===== src/rtl/bird_physics.sv =====
// bird_physics: vertical motion and life-cycle FSM for the bird sprite.
//
// The bird idles at the spawn row until a start or flap launches it. While
// flying, each frame tick moves it by its velocity and then updates the
// velocity: either a flap kick or gravity, clamped at terminal velocity. A
// hit, or reaching the ground row, kills it. A start in DEAD returns to IDLE.
//
// Build option:
//   FLAP_EDGE_EN  defined   -> a flap is a 0->1 transition of flap_i, so
//                              holding the button yields one flap.
//                 undefined -> a flap is flap_i high on any clock, so holding
//                              the button re-flaps on every tick.
//
// Ports:
//   clock_i     system clock, rising edge
//   reset_L_i   asynchronous active-low reset
//   tick_i      one-clock frame strobe; physics advances only on tick
//   flap_i      synchronized flap button
//   start_i     one-clock start/restart request
//   hit_i       collision flag from the pipe checks
//   bird_y_o    current row, 0 = top of screen
//   bird_vel_o  current signed velocity (positive = downward)
//   alive_o     high in FLY
//   dead_o      high in DEAD
//   state_o     IDLE=00, FLY=01, DEAD=10

module bird_physics #(
   parameter int unsigned PW       = 10,
   parameter int unsigned VW       = 6,
   parameter int unsigned START_Y  = 240,
   parameter int unsigned GROUND   = 440,
   parameter int          FLAP_VEL = -8,
   parameter int unsigned GRAVITY  = 1,
   parameter int unsigned VMAX     = 8
) (
   input  logic          clock_i,
   input  logic          reset_L_i,
   input  logic          tick_i,
   input  logic          flap_i,
   input  logic          start_i,
   input  logic          hit_i,
   output logic [PW-1:0] bird_y_o,
   output logic [VW-1:0] bird_vel_o,
   output logic          alive_o,
   output logic          dead_o,
   output logic [1:0]    state_o
);

   typedef enum logic [1:0] {
      StIdle = 2'b00,
      StFly  = 2'b01,
      StDead = 2'b10
   } state_e;

   localparam logic        [PW-1:0] StartY  = PW'(START_Y);
   localparam logic        [PW-1:0] GroundY = PW'(GROUND);
   localparam logic signed [PW:0]   GroundS = (PW+1)'(GROUND);
   localparam logic signed [VW-1:0] FlapVel = VW'(FLAP_VEL);
   localparam logic signed [VW:0]   Grav    = (VW+1)'(GRAVITY);
   localparam logic signed [VW:0]   VmaxW   = (VW+1)'(VMAX);
   localparam logic signed [VW-1:0] VmaxV   = VW'(VMAX);

   state_e                 state_q, state_d;
   logic        [PW-1:0]   y_q, y_d;
   logic signed [VW-1:0]   vel_q, vel_d;
   logic                   pend_q, pend_d;
   logic                   flap_evt;

`ifdef FLAP_EDGE_EN
   logic flap_prev_q;

   always_ff @(posedge clock_i or negedge reset_L_i) begin
      if (!reset_L_i) begin
         flap_prev_q <= 1'b0;
      end else begin
         flap_prev_q <= flap_i;
      end
   end

   assign flap_evt = flap_i & ~flap_prev_q;
`else
   assign flap_evt = flap_i;
`endif

   // One bit of headroom plus sign so a move past the top goes negative and a
   // move past the bottom cannot wrap back into range.
   logic signed [PW:0] y_sum;
   assign y_sum = $signed({1'b0, y_q}) + $signed({{(PW+1-VW){vel_q[VW-1]}}, vel_q});

   // Gravity step computed one bit wider so VMAX near the top of the range
   // cannot overflow before the clamp.
   logic signed [VW:0]   vel_inc;
   logic signed [VW-1:0] vel_grav;
   assign vel_inc  = $signed({vel_q[VW-1], vel_q}) + Grav;
   assign vel_grav = (vel_inc > VmaxW) ? VmaxV : vel_inc[VW-1:0];

   always_comb begin
      state_d = state_q;
      y_d     = y_q;
      vel_d   = vel_q;
      pend_d  = pend_q;
      unique case (state_q)
         StIdle: begin
            y_d    = StartY;
            vel_d  = '0;
            pend_d = 1'b0;
            if (start_i || flap_evt) begin
               state_d = StFly;
               vel_d   = FlapVel;
            end
         end
         StFly: begin
            if (hit_i) begin
               // Hit beats a same-cycle tick: freeze where we are.
               state_d = StDead;
               vel_d   = '0;
               pend_d  = 1'b0;
            end else if (tick_i) begin
               pend_d = 1'b0;
               if (y_sum >= GroundS) begin
                  state_d = StDead;
                  y_d     = GroundY;
                  vel_d   = '0;
               end else begin
                  y_d   = y_sum[PW] ? '0 : y_sum[PW-1:0];
                  vel_d = (pend_q || flap_evt) ? FlapVel : vel_grav;
               end
            end else begin
               pend_d = pend_q | flap_evt;
            end
         end
         StDead: begin
            vel_d  = '0;
            pend_d = 1'b0;
            if (start_i) begin
               state_d = StIdle;
               y_d     = StartY;
            end
         end
         default: begin
            state_d = StIdle;
            y_d     = StartY;
            vel_d   = '0;
            pend_d  = 1'b0;
         end
      endcase
   end

   always_ff @(posedge clock_i or negedge reset_L_i) begin
      if (!reset_L_i) begin
         state_q <= StIdle;
         y_q     <= StartY;
         vel_q   <= '0;
         pend_q  <= 1'b0;
      end else begin
         state_q <= state_d;
         y_q     <= y_d;
         vel_q   <= vel_d;
         pend_q  <= pend_d;
      end
   end

   assign bird_y_o   = y_q;
   assign bird_vel_o = vel_q;
   assign state_o    = state_q;
   assign alive_o    = (state_q == StFly);
   assign dead_o     = (state_q == StDead);

endmodule


===== config.mk =====
export PLATFORM = sky130hd
export DESIGN_NAME = bird_physics
export DESIGN_NICKNAME = d
export VERILOG_FILES = /design/src/rtl/bird_physics.sv
export SDC_FILE = /design/constraint.sdc
export NUM_CORES = 1
export LEC_CHECK = 0
export BUFFER_PORTS_ARGS = -buffer_cell sky130_fd_sc_hd__buf_2
export CAP_MARGIN = 20
export CELL_PAD_IN_SITES_DETAIL_PLACEMENT = 1
export CELL_PAD_IN_SITES_GLOBAL_PLACEMENT = 1
export CORE_MARGIN = 1
export CORE_UTILIZATION = 42
export CTS_BUF_LIST = sky130_fd_sc_hd__clkbuf_16
export CTS_CLUSTER_SIZE = 10
export DETAILED_ROUTE_END_ITERATION = 8
export GPL_ROUTABILITY_DRIVEN = 0
export PLACE_DENSITY_LB_ADDON = 0.1
export SYNTH_ARGS = -nofsm -noshare
export SYNTH_HDL_FRONTEND = slang
export SYNTH_SLANG_ARGS = --single-unit

===== constraint.sdc =====
create_clock -name clock_i -period 3.4 [get_ports clock_i]
set_input_delay 1.02 -clock clock_i [delete_from_list [all_inputs] [get_ports clock_i]]
set_output_delay 1.02 -clock clock_i [all_outputs]
set_load 0.02 [all_outputs]

Word-level counts from Yosys, hierarchy flattened
Index checks and enable logic that the tools add are counted.
{"block": "totals", "register_bits": 19, "latchBits": 0, "mem_bits_rw": 0, "romBits": 0, "output_inout_bits": 20, "word_cells": 44, "memories": 0}
{"block": "classes", "n_addsub": 2, "n_mul": 0, "div_mod_pow": 0, "magnitude_cmp": 2, "eq_ne": 8, "shift": 0, "n_mux": 22, "bitwise_logic": 1, "reduce_logical": 5}
{"op": "2-to-1 mux 10 bit", "n": 5}
{"op": "2-to-1 mux 6 bit", "n": 6}
{"op": "one-hot mux 10 bit (2 select lines)", "n": 1}
{"op": "one-hot mux 6 bit (2 select lines)", "n": 1}
{"op": "adder 11 x 6 -> 11 bit", "n": 1}
{"op": ">= comparator 11 x 10 -> 1 bit, second input constant", "n": 1}
{"op": "2-to-1 mux 2 bit", "n": 5}
{"op": "inequality test 2 bit, second input constant", "n": 4}
{"op": "adder 6 x 2 -> 7 bit, second input constant", "n": 1}
{"op": "greater-than comparator 7 x 5 -> 1 bit, second input constant", "n": 1}
{"op": "one-hot mux 2 bit (3 select lines)", "n": 1}
{"op": "AND reduction 4 bit", "n": 1}
{"op": "2-to-1 mux 1 bit", "n": 3}
{"op": "inequality test 3 x 2 -> 1 bit, second input constant", "n": 1}
{"op": "inequality test 3 bit, second input constant", "n": 1}
{"op": "AND reduction 3 bit", "n": 1}
{"op": "== test 2 x 1 -> 1 bit, second input constant", "n": 1}
{"op": "== test 2 bit, second input constant", "n": 1}
{"op": "logical NOT 2 bit", "n": 1}
{"op": "logical OR 1 bit", "n": 2}
{"op": "OR 1 bit", "n": 1}

Logic depth before layout (Yosys ltp)
{"block": "depth", "word_depth": 8, "depth_mapped": 10}

Worst setup path after synthesis
No wires, ideal clock.
{"block": "synth_path", "path_type": "register to register", "start": "register vel_q[0] (netlist: bird_vel_o[0])", "end": "register y_q[1] (netlist: bird_y_o[1])", "arrival_ps": 2614, "required_ps": 3278, "setup_slack_ps": 664, "path_stages_with_launch": 11, "n_path_buf": 0, "synth_period_minus_slack_ps": 2736, "path_cell_list": "dfrtp_1 > ha_1 > inv_1 > fa_1 > nand2b_1 > a21oi_1 > nor2_1 > o311a_1 > a211o_1 > and2_4 > a32o_1"}
{"block": "synth_via", "elab_chain_len": 6}
{"item": "start: declaration", "line_no": "65", "text": "logic signed [VW-1:0] vel_q, vel_d;"}
{"item": "start signal: assignment", "line_no": "158", "text": "vel_q <= vel_d;"}
{"item": "adder 11 x 6 -> 11 bit (*)", "line_no": "88", "text": "assign y_sum = $signed({1'b0, y_q}) + $signed({{(PW+1-VW){vel_q[VW-1]}}, vel_q});"}
{"item": ">= comparator 11 x 10 -> 1 bit or 2-to-1 mux 10 bit (tied branches)", "line_no": "120, 125"}
{"item": "2-to-1 mux 10 bit (*)", "line_no": "120", "text": "if (y_sum >= GroundS) begin"}
{"item": "2-to-1 mux 10 bit (*)", "line_no": "118", "text": "end else if (tick_i) begin"}
{"item": "2-to-1 mux 10 bit (*)", "line_no": "113", "text": "if (hit_i) begin"}
{"item": "one-hot mux 10 bit (2 select lines) (*)", "line_no": "102", "text": "unique case (state_q)"}
{"item": "end signal: assignment", "line_no": "152", "text": "y_q <= StartY;"}
{"item": "end signal: assignment", "line_no": "157", "text": "y_q <= y_d;"}
{"item": "end: declaration", "line_no": "64", "text": "logic [PW-1:0] y_q, y_d;"}
Mark *: on every way between the ends. The rest lies on a longest branch, timed or not. The select of a mux whose other input is x is not followed.
A chain may end at the register's enable or synchronous reset.

Final worst setup path
{"block": "layout_path", "start": "register vel_q[0] (netlist: bird_vel_o[0])", "end": "register y_q[0] (netlist: bird_y_o[0])"}
Same word-level chain as after synthesis.

==> flow_metrics.env <==
export IMPL_period_share_pct=86.41
export IMPL_power_switching_mw=0.9467
export IMPL_ant_nets=0
export IMPL_vias=1387
export IMPL_drv_cap=0
export IMPL_die_h_um=61.54
export IMPL_drive_gt1_share_pct=19.29
export IMPL_synth_compound_area_share_pct=26.64
export IMPL_cts_sinks=19
export IMPL_synth_edf_count=0
export IMPL_r2r_start="bird_vel_o[0]"
export IMPL_worst_r2r_setup_slack_ns=0.46
export IMPL_layout_common_cells="25 x buf_2, 21 x nor2_1, 16 x a21oi_1, 15 x dfrtp_1"
export IMPL_initial_utilization_pct=44.27
export IMPL_finalPower_mw=1.873
export IMPL_syn_mean_instance_area_um2=8.758
export IMPL_layout_setup_ws_ns=0.4620
export IMPL_drt_first_pass_iters=4
export IMPL_drt_iter0_drc=73
export IMPL_diodes=0
export IMPL_route_detailed_drc=0
export IMPL_hold_start="bird_y_o[9]"
export IMPL_seq_power_share_pct=19.8
export IMPL_path_cells="ha_1, inv_1, fa_1, nand2b_1, a21oi_1, a211oi_1, a21oi_1, xor2_1, nor2_1, a32o_1"
export IMPL_pwr_density_cell_mw_per_mm2=1071
export IMPL_comb_power_share_pct=67.3
export IMPL_routed_wl_mm=4.027
export IMPL_crit_slowest_cell="dfrtp_1"
export IMPL_maxSlewViolCount=0
export IMPL_cts_resized_gates=0
export IMPL_dieArea_mm2=0.003787
export IMPL_regToRegEndpoint="bird_y_o[0]"
export IMPL_yosysSeqAreaShare_pct=32.27
export IMPL_via_per_inst=5.708
export IMPL_wire_per_inst_um=16.57
export IMPL_area_delta_synth_final_pct=17.40
export IMPL_synthCells=170
export IMPL_io_pins=26
export IMPL_hold_end="bird_y_o[9]"
export IMPL_hold_path_class="register to register"
export IMPL_worst_r2r_path_depth=10
export IMPL_synth_seq_cells=19
export IMPL_layout_commonest_cell="buf_2"
export IMPL_path_clk_slew_ns=0.05
export IMPL_synth_top_family_by_area="compound AO/OA/AOI/OAI gates"
export IMPL_die_x_um=61.54
export IMPL_leakagePower_nw=0.7962
export IMPL_nets=216
export IMPL_async_flop_share_pct=100.0
export IMPL_track_usage_pct=23.16
export IMPL_cp_max_fo=8
export IMPL_synth_xor_area_share_pct=5.294
export IMPL_preCtsSetupSlack_ns=0.5049
export IMPL_dpl_hpwl_mm=3.183
export IMPL_syn_nets=188
export IMPL_rsz0062_at_grt="false"
export IMPL_syn_area_mm2=0.001489
export IMPL_rows=21
export IMPL_synth_main_ff_cell="dfrtp_1"
export IMPL_period_needed_ns=2.938
export IMPL_synthAdderAreaFrac_pct=10.59
export IMPL_slowest_delay_ns=0.48
export IMPL_holdPathStages=1
export IMPL_crit_buf_inv=1
export IMPL_timing_slew_headroom_pct=62.53
export IMPL_postCtsHoldBufs=0
export IMPL_muxShareOfSynthArea_pct=1.345
export IMPL_required_ns=3.53
export IMPL_start_kind="register"
export IMPL_cp_common_cell="a21oi_1"
export IMPL_grt_pass1_wl_mm=6.382
export IMPL_cts_buffer_depth=2
export IMPL_max_freq_mhz=340.4
export IMPL_cts_buffers=3
export IMPL_finalClockSkew_ns=0.003177
export IMPL_grt_max_degree=20
export IMPL_p_sw_share_pct=50.55
export IMPL_cp_end_kind="register"
export IMPL_p_clk_share_pct=12.8
export IMPL_tns_ns=0
export IMPL_overflow=0
export IMPL_outcome="complete, no violations"
export IMPL_ys_warn_count=0
export IMPL_tightest_slew_ns=0.5550
export IMPL_post_cts_setup_buffer_count=0
export IMPL_htree_levels=1
export IMPL_cp_top_family="compound AO/OA/AOI/OAI gates"
export IMPL_clkLatencyLatePin_ns=0.25
export IMPL_yosys_area_share_simple_pct=20.59
export IMPL_fin_area_mm2=0.001748
export IMPL_cts_tree="built"
export IMPL_critical_path_arrival_ns=3.07
export IMPL_place_area_mm2=0.001668
export IMPL_ys_types=47
export IMPL_ir_drop_v=0.0003460
export IMPL_p_int_mw=0.9261
export IMPL_setup_violations=0
export IMPL_path_class="register to register"
export IMPL_antenna_found_initial=0
export IMPL_post_route_util_pct=51.97
export IMPL_grt_pass1_vias=1375
export IMPL_timing_hold_violations_final=0
export IMPL_io_buffers=25
export IMPL_cts_root_buf="clkbuf_16"
export IMPL_core_area_mm2=0.003363
[how the worst max path moves through the flow]
stage                       start          end  cells past startpoint
floorplan           bird_vel_o[0]  bird_y_o[1]                     10
global placement    bird_vel_o[0]  bird_y_o[0]                     10
detailed placement  bird_vel_o[0]  bird_y_o[0]                     10
CTS                 bird_vel_o[0]  bird_y_o[0]                     10
global route        bird_vel_o[0]  bird_y_o[0]                     10
finish              bird_vel_o[0]  bird_y_o[0]                     10
[sequential cells by signal (all words and copies together), names as in the netlist]
signal and count:
pend_q 1, bird_y_o 10, bird_vel_o 6, state_o 2
[layer usage]
| metal | share of wire [%] | up-vias | wire (um) | global-route usage (%) |
|---|---|---|---|---|
| met4 | 0.52 | 0 | 21 | 7.937 |
| met3 | 1.8 | 2 | 73 | 2.101 |
| li1 | - | 680 | - | - |
| met2 | 53 | 15 | 2133 | 41.63 |
| met5 | 0 | - | 0 | 0 |
| met1 | 45 | 690 | 1799 | 28.96 |
[through the flow]
step / hold WS (ns) / cells
final: 0.5260 / 243
after global routing: 0.5557 / 243
after CTS: 0.5355 / 243
after detailed placement: 0.5178 / 239
after global placement: 0.5029 / 239
after floorplan: 0.5391 / 170
[power groups by stage]
stage	clock network (mW)	registers, mW	logic [mW]
after global placement	0	0.371	1.20
after floorplan	0	0.419	0.892
after global routing	0.254	0.381	1.37
final	0.240	0.372	1.26
after detailed placement	0	0.376	1.24
after CTS	0.245	0.372	1.25
[worst register-to-register path, cell delays in order (launching register included)]
cell	delay, ns
dfrtp_1	0.48
ha_1	0.22
inv_1	0.06
fa_1	0.41
nand2b_1	0.20
a21oi_1	0.23
a211oi_1	0.14
a21oi_1	0.26
xor2_1	0.35
nor2_1	0.19
a32o_1	0.29
[cell families after synthesis]
group | after synthesis
compound gates | 53
xor+xnor | 9
fa+ha+maj | 12
buf+inv | 13
flops | 19
mux | 2
simple gates | 62
[cell usage after synthesis, drive strengths merged, types with 2 or more instances]
cell	number	area, um^2
dfrtp	15	375.4
a31oi	2	12.51
nor2	21	78.83
o21a	2	15.01
mux2i	2	20.02
o21ai	7	35.03
clkbuf	3	11.26
dfstp	4	105.1
nor2b	4	25.02
ha	11	137.6
xnor2	5	43.79
nand2	11	41.29
or3	3	18.77
a21oi	17	96.35
nor3	2	10.01
o31ai	3	22.52
a21o	2	15.01
xor2	4	35.03
a32o	3	30.03
and2	4	27.53
nand3	7	35.03
a22o	2	17.52
inv	10	37.54
a211oi	3	22.52
nand2b	4	25.02
[area by class of cell]
cell class | count | area (um^2)
Clock buffer | 3 | 75.07
Timing Repair Buffer | 26 | 132.6
Inverter | 10 | 37.54
Tap cell | 46 | 57.56
Multi-Input combinational cell | 138 | 959.7
Fill cell | 430 | 1615
Sequential cell | 19 | 480.5
Clock inverter | 1 | 5.005
(Power assumes the default switching activity.)
